--- src/rtl/instruction_decode_buffer.sv ---
// Two-entry in-order buffer between fetch and decode.
// Pre-decodes immediate format and opcode legality at push time.
module instruction_decode_buffer (
  input  logic        clk,
  input  logic        rst_n,
  input  logic        fetchValid,
  input  logic [31:0] fetchInstruction,
  input  logic [31:0] fetchPc,
  output logic        fetchReady,
  input  logic        flush,
  output logic        decodeValid,
  output logic [31:0] decodeInstruction,
  output logic [31:0] decodePc,
  output logic [2:0]  immediateSelect,
  output logic        illegalOpcode,
  input  logic        decodeReady
);

  typedef struct packed {
    logic [31:0] instr;
    logic [31:0] pc;
    logic [2:0]  imm_sel;
    logic        illegal;
  } entry_t;

  localparam logic [31:0] NOP = 32'h0000_0013;

  entry_t      mem_q [2];
  logic [1:0]  count_q;
  logic        wptr_q;
  logic        rptr_q;
  logic        push;
  logic        pop;
  entry_t      new_e;
  entry_t      head;
  logic [6:0]  op;

  assign fetchReady  = (count_q != 2'd2);
  assign decodeValid = (count_q != 2'd0);

  assign push = fetchValid & fetchReady & ~flush;
  assign pop  = decodeValid & decodeReady & ~flush;

  assign op = fetchInstruction[6:0];

  // Any opcode outside the table, including low bits != 11, is illegal.
  always_comb begin
    new_e.instr   = fetchInstruction;
    new_e.pc      = fetchPc;
    new_e.imm_sel = 3'b111;
    new_e.illegal = 1'b0;
    unique case (1'b1)
      (op == 7'b0110111),
      (op == 7'b0010111): new_e.imm_sel = 3'b000;
      (op == 7'b1101111): new_e.imm_sel = 3'b001;
      (op == 7'b0010011),
      (op == 7'b0000011),
      (op == 7'b1100111),
      (op == 7'b1110011): new_e.imm_sel = 3'b010;
      (op == 7'b1100011): new_e.imm_sel = 3'b011;
      (op == 7'b0100011): new_e.imm_sel = 3'b100;
      (op == 7'b0110011),
      (op == 7'b0001111): new_e.imm_sel = 3'b111;
      default: begin
        new_e.imm_sel = 3'b111;
        new_e.illegal = 1'b1;
      end
    endcase
  end

  always_ff @(posedge clk) begin
    if (!rst_n) begin
      count_q <= 2'd0;
      wptr_q  <= 1'b0;
      rptr_q  <= 1'b0;
    end else if (flush) begin
      count_q <= 2'd0;
      wptr_q  <= 1'b0;
      rptr_q  <= 1'b0;
    end else begin
      if (push) wptr_q <= ~wptr_q;
      if (pop)  rptr_q <= ~rptr_q;
      unique case ({push, pop})
        2'b10:   count_q <= count_q + 2'd1;
        2'b01:   count_q <= count_q - 2'd1;
        default: count_q <= count_q;
      endcase
    end
  end

  // Storage is never cleared; empty-state outputs hide stale data.
  always_ff @(posedge clk) begin
    if (rst_n && push) mem_q[wptr_q] <= new_e;
  end

  assign head = mem_q[rptr_q];

  always_comb begin
    decodeInstruction = NOP;
    decodePc          = 32'd0;
    immediateSelect   = 3'b010;
    illegalOpcode     = 1'b0;
    if (decodeValid) begin
      decodeInstruction = head.instr;
      decodePc          = head.pc;
      immediateSelect   = head.imm_sel;
      illegalOpcode     = head.illegal;
    end
  end

endmodule

--- config.mk ---
export PLATFORM = sky130hd
export DESIGN_NAME = instruction_decode_buffer
export DESIGN_NICKNAME = d
export VERILOG_FILES = /design/src/rtl/instruction_decode_buffer.sv
export SDC_FILE = /design/constraint.sdc
export NUM_CORES = 1
export LEC_CHECK = 0
export ABC_AREA = 1
export ABC_CLOCK_PERIOD_IN_PS = 11350
export BUFFER_PORTS_ARGS = -buffer_cell sky130_fd_sc_hd__buf_4
export CAP_MARGIN = 20
export CORE_MARGIN = 2
export CORE_UTILIZATION = 50
export CTS_CLUSTER_DIAMETER = 200
export DETAILED_ROUTE_END_ITERATION = 7
export PLACE_DENSITY_LB_ADDON = 0.25
export SYNTH_ARGS = -nofsm -noshare
export SYNTH_HDL_FRONTEND = slang
export SYNTH_SLANG_ARGS = --single-unit
--- constraint.sdc ---
create_clock -name clk -period 11.35 [get_ports clk]
set_input_delay 1.135 -clock clk [delete_from_list [all_inputs] [get_ports clk]]
set_output_delay 1.135 -clock clk [all_outputs]
set_load 0.02 [all_outputs]
==> results.txt <==
die extent in y = 110 µm
DRC = 0
DR WL/cell = 15.6 µm
critical hold path startpoint = rptr_q$_SDFFE_PP0P_
FF+latch count, synth = 141
syn_area_per_cell = 12.3 µm²
yosys warns = 0
Hold Path Stages = 2
Peak VDD IR = 0.0916 mV
final period utilization = 29.4%
post_cts resized = 0
CTS max path bufs = 2
leak pwr = 2.90 nW
Layout Skew = 0.00854 ns
initial antenna violation count = 0
vias in the first global route = 3717
Cell variety after synth = 20
status = completed
Root Buffer = clkbuf_8
Fmax achieved = 300 MHz
crit path time final = 3.33 ns
syn nets = 521
I/O pins = 139
fin cells = 744
WP data required = 10.22 ns
vias per cell = 5.05
Ant. Diodes = 0
commonest non-fill, non-tap cells in the layout = 160 x nand2_1, 141 x buf_4, 136 x edfxtp_1
Num CTS Buffers = 17
critical path class = flip-flop to output pin
Worst R2R End = mem_q[1][57]$_DFFE_PP_
final instance area = 0.00731 mm²
largest area contributor in the synthesized netlist = edfxtp_1
hold_ws = 0.474 ns
Arr. time, crit path = 2.20 ns
Total GRT Usage = 19.3%
power density cells = 168 mW/mm²
core area = 0.0108 mm²
Mapped Area = 0.00557 mm²
postcts setup bufs = 0
max cap viols = 0
crit-path max FO = 68
Core Rows = 38
GP Congestion = 0.783
Crit. End Element = output pin
Port Buffers = 138
type of the tightest min-delay check = flip-flop to flip-flop
Clk pin slew, worst setup/hold paths = 0.06 ns
unrepaired setup endpoints after global routing = no
H-Tree Depth = 4
worst relative slew slack = 34.4%
Clk Latency, worst-skew pair = 0.50 ns
Final Net Count = 661
CTS Sinks = 141
DIE AREA = 0.0120 mm²
area share of the largest cell type after synthesis = 73.3%
first-pass GRT wire length = 17200 µm
Cells after Synth = 451
DP HPWL = 7000 µm
hold-fix buffers at CTS = 0
area grow syn2layout = 31.3%
share of post-route cells with drive strength above 1 = 31.1%
Synth area leaders = edfxtp_1 73%, nand2_1 11%, a21oi_1 6.1%
Critical R2R Launch = count_q[0]$_SDFFE_PP0P_
ANT nets after route = 0
Worst Tran Pin Value = 0.985 ns
final hold violation count = 0
commonest non-fill, non-tap cell in the layout = nand2_1
DRT Pass-1 Iters = 4
Initial Utilization = 51.4%
placed instance count = 712
Congestion Overflow GR = 0
largest net degree at the start of global routing = 69
slack of the worst reg-to-reg path = 9.38 ns
Post-Route WL = 11600 µm
critical path launch point type = flip-flop
# setup viols final = 0
max-slew violations = 0
vias = 3757
TNS Setup = 0 ns
register area share after synthesis = 75.1%
Die X = 110 µm
placed inst area = 0.00669 mm²
CTS tree = yes
Worst Reg-to-Reg Cells = 5
initial drt markers = 316
==> metrics by stage <==
step	util, %	power (W)	setup slack, ns
final	67.4	0.00123	8.02
after global routing	67.4	0.00127	7.85
after CTS	67.4	0.00124	7.97
after detailed placement	61.7	0.000666	8.56
after global placement	61.5	0.000663	8.47
after floorplan	-	0.000627	4.82
==> sequential cells by signal, summed over array words and instances (netlist names), named ones only <==
name,count
wptr_q,1
count_q,2
mem_q,136
rptr_q,1
==> critical path, stage by stage (launching register included) <==
cell and delay (ns):
dfxtp_2 0.34, clkinv_2 0.73, nand2_1 0.32, a21oi_1 0.10, buf_4 0.18
==> cells in the mapped netlist <==
master    count
buf_2        14
inv_2         3
edfxtp_1    136
ha_1          1
nor2_1       15
clkinv_2      1
nand3_1       9
buf_6         5
nand2_1     160
nand2_2       6
nor2_2        4
nor3_1        2
a21oi_1      68
buf_4         2
o21ai_0       3
xor2_1        1
inv_1        14
nand2_4       1
nor2_4        1
dfxtp_1       5
==> cell families after synthesis <==
logic type      count (synthesis)  synth area share, %
compound gates                 71                 6.38
xor+xnor                        1                0.157
fa+ha+maj                       1                0.225
flops                         141                 75.1
simple gates                  198                 14.3
buf+inv                        39                 3.78
==> worst max path at each step <==
stage,start,endpoint,slack (ns)
finish,flip-flop,decodeInstruction[24],8.02
global route,flip-flop,decodeInstruction[24],7.85
CTS,flip-flop,decodeInstruction[24],7.97
detailed placement,flush,mem_q[1][46]$_DFFE_PP_,8.56
global placement,count_q[1]$_SDFFE_PP0P_,decodeInstruction[12],8.47
floorplan,flush,mem_q[0][0]$_DFFE_PP_,4.82
==> where the power goes <==
part / leakage [nW] / switching [W] / internal, W
sequential: 1.29 / 0.00000246 / 0.000582
clock: 0.298 / 0.000196 / 0.000376
combinational: 1.32 / 0.0000401 / 0.0000303
total: 2.90 / 0.000239 / 0.000989
==> routing by layer <==
| metal | up-vias | part of all wire [%] | track usage [%] |
|---|---|---|---|
| li1 | 1832 | - | - |
| met1 | 1800 | 40 | 22.6 |
| met2 | 117 | 54 | 34.2 |
| met3 | 8 | 4.8 | 4.86 |
| met4 | 0 | 1.0 | 7.59 |
| met5 | - | 0 | 0 |
==> area by class of cell <==
cell class / count / area [µm²]
Sequential cell: 141 / 4190
Fill cell: 827 / 3530
Multi-Input combinational cell: 271 / 1180
Timing Repair Buffer: 142 / 1080
Clock buffer: 19 / 422
Clock inverter: 13 / 196
Tap cell: 140 / 175
Inverter: 18 / 68.8
Note: power is estimated with default switching activity, not from simulation.
